--- src/rtl/shift_pkg.sv ---
// Shared types and defaults for the shift_stream_pipe streaming shifter.
package shift_pkg;

    typedef enum logic {OP_SHL, OP_ROL} shift_op_e;

    localparam int DEF_CNT_W = 16;

endpackage

--- src/rtl/param_left_shifter.sv ---
// Combinational logical left shifter: result = data << amt, zero fill, width 2**N.
module param_left_shifter #(
    parameter int N = 2
) (
    input  logic [(2**N)-1:0] data,
    input  logic [N-1:0]      amt,
    output logic [(2**N)-1:0] result
);

    assign result = data << amt;

endmodule

--- src/rtl/shift_result_fifo.sv ---
// Small result FIFO with registered full flag; memory is cleared by reset.
module shift_result_fifo #(
    parameter int W     = 4,
    parameter int DEPTH = 2
) (
    input  logic         clk,
    input  logic         reset,
    input  logic         push,
    input  logic         pop,
    input  logic [W-1:0] wdata,
    output logic [W-1:0] rdata,
    output logic         full,
    output logic         empty
);

    localparam int PW = (DEPTH > 1) ? $clog2(DEPTH) : 1;
    localparam int CW = $clog2(DEPTH + 1);
    localparam logic [CW-1:0] DEPTH_C = CW'(DEPTH);

    logic [W-1:0]  mem [DEPTH];
    logic [PW-1:0] wr_ptr, rd_ptr;
    logic [CW-1:0] count, count_next;
    logic          push_en, pop_en;

    // full is a registered flag, so a pop while full never frees a slot for a same-cycle push
    assign push_en = push && !full;
    assign pop_en  = pop && (count != '0);
    assign empty   = (count == '0);
    assign rdata   = mem[rd_ptr];

    always_comb begin
        count_next = count;
        case ({push_en, pop_en})
            2'b10:   count_next = count + CW'(1);
            2'b01:   count_next = count - CW'(1);
            default: count_next = count;
        endcase
    end

    always_ff @(posedge clk or posedge reset) begin
        if (reset) begin
            for (int unsigned i = 0; i < DEPTH; i++) begin
                mem[i] <= '0;
            end
            wr_ptr <= '0;
            rd_ptr <= '0;
            count  <= '0;
            full   <= 1'b0;
        end else begin
            if (push_en) begin
                mem[wr_ptr] <= wdata;
                wr_ptr      <= wr_ptr + PW'(1);
            end
            if (pop_en) begin
                rd_ptr <= rd_ptr + PW'(1);
            end
            count <= count_next;
            full  <= (count_next == DEPTH_C);
        end
    end

endmodule

--- src/rtl/shift_stream_pipe.sv ---
// Streaming valid/ready wrapper around param_left_shifter with an output FIFO.
// Optional rotate-left mode is enabled by defining SHIFT_ROTATE_EN.
module shift_stream_pipe
    import shift_pkg::*;
#(
    parameter int N     = 2,
    parameter int DEPTH = 2,
    parameter int CNT_W = DEF_CNT_W
) (
    input  logic                 clk,
    input  logic                 reset,
    input  logic                 in_valid,
    output logic                 in_ready,
    input  logic [(2**N)-1:0]    in_data,
    input  logic [N-1:0]         in_amt,
`ifdef SHIFT_ROTATE_EN
    input  logic                 in_rot,
`endif
    output logic                 out_valid,
    input  logic                 out_ready,
    output logic [(2**N)-1:0]    out_data,
    output logic [CNT_W-1:0]     op_count
);

    localparam int W = 2**N;

    logic         s1_valid;
    logic [W-1:0] s1_data;
    logic [N-1:0] s1_amt;
    logic         fifo_full, fifo_empty;
    logic         accept, push, pop;
    logic [W-1:0] shl_y, result;

    assign in_ready  = !s1_valid || !fifo_full;
    assign accept    = in_valid && in_ready;
    assign push      = s1_valid && !fifo_full;
    assign out_valid = !fifo_empty;
    assign pop       = out_valid && out_ready;

    always_ff @(posedge clk or posedge reset) begin
        if (reset) begin
            s1_valid <= 1'b0;
            s1_data  <= '0;
            s1_amt   <= '0;
        end else if (accept) begin
            s1_valid <= 1'b1;
            s1_data  <= in_data;
            s1_amt   <= in_amt;
        end else if (push) begin
            s1_valid <= 1'b0;
        end
    end

    param_left_shifter #(.N(N)) u_shl (
        .data   (s1_data),
        .amt    (s1_amt),
        .result (shl_y)
    );

`ifdef SHIFT_ROTATE_EN
    shift_op_e      s1_op;
    logic [2*W-1:0] rot_wide;

    always_ff @(posedge clk or posedge reset) begin
        if (reset) begin
            s1_op <= OP_SHL;
        end else if (accept) begin
            s1_op <= in_rot ? OP_ROL : OP_SHL;
        end
    end

    // Upper half of the doubled word shifted left is the rotate; amt=0 yields data unchanged.
    assign rot_wide = {s1_data, s1_data} << s1_amt;
    assign result   = (s1_op == OP_ROL) ? rot_wide[2*W-1:W] : shl_y;
`else
    assign result = shl_y;
`endif

    shift_result_fifo #(.W(W), .DEPTH(DEPTH)) u_fifo (
        .clk   (clk),
        .reset (reset),
        .push  (push),
        .pop   (pop),
        .wdata (result),
        .rdata (out_data),
        .full  (fifo_full),
        .empty (fifo_empty)
    );

    always_ff @(posedge clk or posedge reset) begin
        if (reset) begin
            op_count <= '0;
        end else if (pop) begin
            op_count <= op_count + CNT_W'(1);
        end
    end

endmodule
--- config.mk ---
export PLATFORM = sky130hd
export DESIGN_NAME = shift_stream_pipe
export DESIGN_NICKNAME = d
export VERILOG_FILES = /design/src/rtl/shift_pkg.sv /design/src/rtl/param_left_shifter.sv /design/src/rtl/shift_result_fifo.sv /design/src/rtl/shift_stream_pipe.sv
export SDC_FILE = /design/constraint.sdc
export NUM_CORES = 1
export LEC_CHECK = 0
export ABC_AREA = 1
export CORE_UTILIZATION = 30
export DETAILED_ROUTE_END_ITERATION = 6
export GPL_TIMING_DRIVEN = 1
export SLEW_MARGIN = 0
export SYNTH_ARGS = -nofsm -noshare
export SYNTH_HDL_FRONTEND = slang
export SYNTH_SLANG_ARGS = --single-unit
--- constraint.sdc ---
create_clock -name clk -period 1.5 [get_ports clk]
set_clock_uncertainty 0.05 [all_clocks]
set_input_delay 0.225 -clock clk [delete_from_list [all_inputs] [get_ports clk]]
set_output_delay 0.225 -clock clk [all_outputs]
set_load 0.05 [all_outputs]
==> results_tabular.tex <==
\begin{tabular}{lr}
\hline
Metric & Value \\
\hline
\multicolumn{2}{l}{\textbf{Outcome}} \\
\quad Outcome & finished, violations left \\
\quad Violated checks & negative setup slack \\
\multicolumn{2}{l}{\textbf{Timing}} \\
\quad Number of hold violations in the final report & 0 \\
\quad Worst setup margin & -12.1 ps \\
\quad Final number of max-transition violations & 0 \\
\quad Endpoints failing setup & 1 \\
\quad Period utilisation layout & 1.01 \\
\quad Slew at the pin with the worst max-slew slack & 304 ps \\
\quad Setup repair after global routing missed its margin & yes \\
\quad Max Freq & between 600 and 700 MHz \\
\quad Normalized max-slew margin & 0.796 \\
\quad Clock period minus worst slack & approximately 1500 ps \\
\multicolumn{2}{l}{\textbf{Cells and area}} \\
\quad Cell area after layout & 2520 µm² \\
\quad Net count of the finished layout & 241 \\
\quad Most used cells in the layout excluding fill and tap cells & nand2\_1, dfrtp\_1, inv\_1, buf\_12, nor2\_1 \\
\quad Antenna diodes & 0 \\
\quad Commonest non-fill, non-tap cell in the layout & nand2\_1 \\
\quad Fraction of layout instances using a drive strength above 1 & 0.300 \\
\quad Layout area overhead & 51.3\% \\
\multicolumn{2}{l}{\textbf{Route}} \\
\quad Remaining antenna violation count after routing & 0 \\
\quad Iteration count of the initial detailed-routing pass & 4 \\
\quad Count of vias placed by the detailed router & around 1,300 \\
\quad Initial drt markers & 21 \\
\quad Remaining routing DRC violations & 0 \\
\quad Total wire length after detailed routing & between 3000 and 4000 µm \\
\quad DR vias/cell & between 4 and 5 \\
\quad Average wire per cell in the routed design & 10.5 µm \\
\multicolumn{2}{l}{\textbf{Placement}} \\
\quad Post-Place Cell Area & between 2000 and 2500 µm² \\
\quad Routability congestion estimate & between 0.7 and 0.8 \\
\quad Quantity of I/O buffers inserted on ports & 31 \\
\quad Setup WS pre-CTS & -320 ps \\
\quad HPWL after detailed placement & between 2000 and 2500 µm \\
\multicolumn{2}{l}{\textbf{Clock network}} \\
\quad Maximum clock path buffer count & 2 \\
\quad Number of clock buffers inserted by TritonCTS & 5 \\
\quad Number of hold-repair buffers added at the cts stage & 0 \\
\quad Latest clock arrival within the worst-skew pair & approximately 280 ps \\
\quad Clock root cell & clkbuf\_8 \\
\quad CTS tree & done \\
\quad Total clock sinks & 36 \\
\quad Clock-pin transition on the worst setup and hold timing paths & 70 ps \\
\quad H-tree depth & 2 \\
\multicolumn{2}{l}{\textbf{Pwr}} \\
\quad VDD IR-drop max & 1060 µV \\
\quad Pwr per Cell Area & about 1800 nW/µm² \\
\quad Leak & 1.17 nW \\
\quad Overall power after layout & approximately 4.6 mW \\
\multicolumn{2}{l}{\textbf{Global route}} \\
\quad First-pass GRT wire length & about 5500 µm \\
\quad Global-route total usage across every layer & 0.119 \\
\quad Congestion Overflow GR & 0 \\
\quad Largest net degree at the start of global routing & 37 \\
\quad Initial antenna violation count & 0 \\
\quad Via count of the first global-routing pass & about 1,200 \\
\multicolumn{2}{l}{\textbf{Setup path}} \\
\quad Arrival time at the worst endpoint & 1670 ps \\
\quad Max Fanout on Critical Path & 2 \\
\quad CP Data Required Time & 1660 ps \\
\quad Worst Setup End Kind & flop \\
\quad Kind of start point of the critical path & flop \\
\quad Type of the worst setup path & reg -> reg \\
\multicolumn{2}{l}{\textbf{Synthesis}} \\
\quad Sequential-to-total area share from yosys stat & 0.540 \\
\quad Post-Synthesis Cells & roughly 180 \\
\quad Register bit count reported by yosys & 36 \\
\quad Area fraction of the dominant cell type after synthesis & 0.540 \\
\quad Unique cell type count in the Yosys netlist & 22 \\
\quad Top cell type by total area after synthesis & dfrtp\_1 \\
\quad Mapped Area & about 1700 µm² \\
\quad Mean instance size in the synthesized netlist & about 9.4 µm² \\
\quad Yosys synthesis warning count & 0 \\
\quad Largest cells by area after synthesis & dfrtp\_1, nand2\_1, mux2\_2, xor2\_1, inv\_1 \\
\quad Total nets after synthesis & between 150 and 200 \\
\multicolumn{2}{l}{\textbf{Job}} \\
\quad Max cap viols & 0 \\
\multicolumn{2}{l}{\textbf{Hold path}} \\
\quad Hold Path Class & in -> async \\
\multicolumn{2}{l}{\textbf{Die}} \\
\quad Core region area & 5240 µm² \\
\quad Die outline width & roughly 77 µm \\
\quad Io pins & 32 \\
\quad Die Footprint & approximately 5900 µm² \\
\quad Placement Rows & 26 \\
\quad Chip height & 76.6 µm \\
\quad Effective utilization at floorplan & 0.318 \\
\hline
\end{tabular}
==> Yosys cell counts, drive strengths merged <==
library cell  number
dfrtp             36
nor3               2
inv               19
nand3b             2
xor2               9
nand4              2
nor3b              1
nand2             45
nor2              21
or2                1
o21ai             12
a21oi              4
nand3              8
ha                 2
clkbuf             1
mux2               7
xnor2              5
==> area by class of cell <==
| class | count | area (µm²) |
|---|---|---|
| Fill cell | 483 | 2710 |
| Clock buffer | 8 | 90.1 |
| Sequential cell | 36 | 910 |
| Timing Repair Buffer | 46 | 628 |
| Inverter | 19 | 71.3 |
| Multi-Input combinational cell | 121 | 737 |
| Tap cell | 70 | 87.6 |
==> registers in the layout (all words and copies together), names as in the netlist <==
name / count
u_fifo.rd_ptr: 1
s1_valid: 1
u_fifo.count: 2
s1_data: 4
u_fifo.mem: 8
s1_amt: 2
u_fifo.wr_ptr: 1
op_count: 16
u_fifo.full: 1
==> through the flow <==
| stage | setup TNS (ps) | cells | util | hold WS [ps] |
|---|---|---|---|---|
| after floorplan | -30.7 | 177 | - | 326 |
| after global placement | -1720 | 291 | 0.452 | 411 |
| after detailed placement | -2000 | 291 | 0.452 | 418 |
| after CTS | -75.8 | 300 | 0.478 | 237 |
| after global routing | -255 | 300 | 0.482 | 263 |
| final | -12.1 | 300 | 0.482 | 233 |
==> report_power, final <==
group          total, mW  internal (mW)  switching [mW]
sequential          1.55           1.28           0.261
clock              0.686          0.374           0.312
combinational       2.39           1.12            1.27
total               4.62           2.77            1.85
==> logic make-up (layout without fill, tap and decap cells) <==
family | count (synthesis) | count (layout) | share of synthesized area
and+or+nand+nor | 82 | 82 | 0.231
DFF | 36 | 36 | 0.540
buffers and inverters | 20 | 73 | 0.0450
AOI/OAI and AO/OA | 16 | 16 | 0.0480
xor gates and xnor gates | 14 | 14 | 0.0735
muxes | 7 | 7 | 0.0473
adders and majority gates | 2 | 2 | 0.0150
==> worst paths after layout <==
check                      cells past startpoint            start  slack [ps]            end
min reg2reg                                    2    u_fifo.mem[1]         430  u_fifo.mem[1]
max reg2reg                                    8  u_fifo.count[1]         -10    u_fifo.full
max in group asynchronous                      3            reset         970    op_count[6]
max                                            8  u_fifo.count[1]         -10    u_fifo.full
min in group clk                               2    u_fifo.mem[1]         430  u_fifo.mem[1]
min                                            3            reset         230    op_count[1]
==> critical path, stage by stage (launching register included) <==
cell     delay (ps)
dfrtp_1         400
nor2_4          190
nor2_8           50
ha_4            150
or2_1           230
nand2_2          80
xor2_2          150
inv_1            60
nor2_1           90
==> repair_timing <==
action | 4_1_cts | 5_1_grt
setup endpoints to repair | 6 | 9
gates resized for setup | 9 | 6
gates cloned | 0 | 0
buffers inserted | 1 | 0
pin swaps | 3 | 2
==> layer usage <==
layer  part of all wire  track usage  wire length, µm  vias to the layer above
met5                  0            0                0                        -
met4              0.016       0.0462               49                        0
met3              0.028       0.0299               87                        5
met2               0.48        0.190             1500                       23
met1               0.48        0.155             1520                      594
li1                   -            -                -                      662
Power figures use the tool's default switching activity.
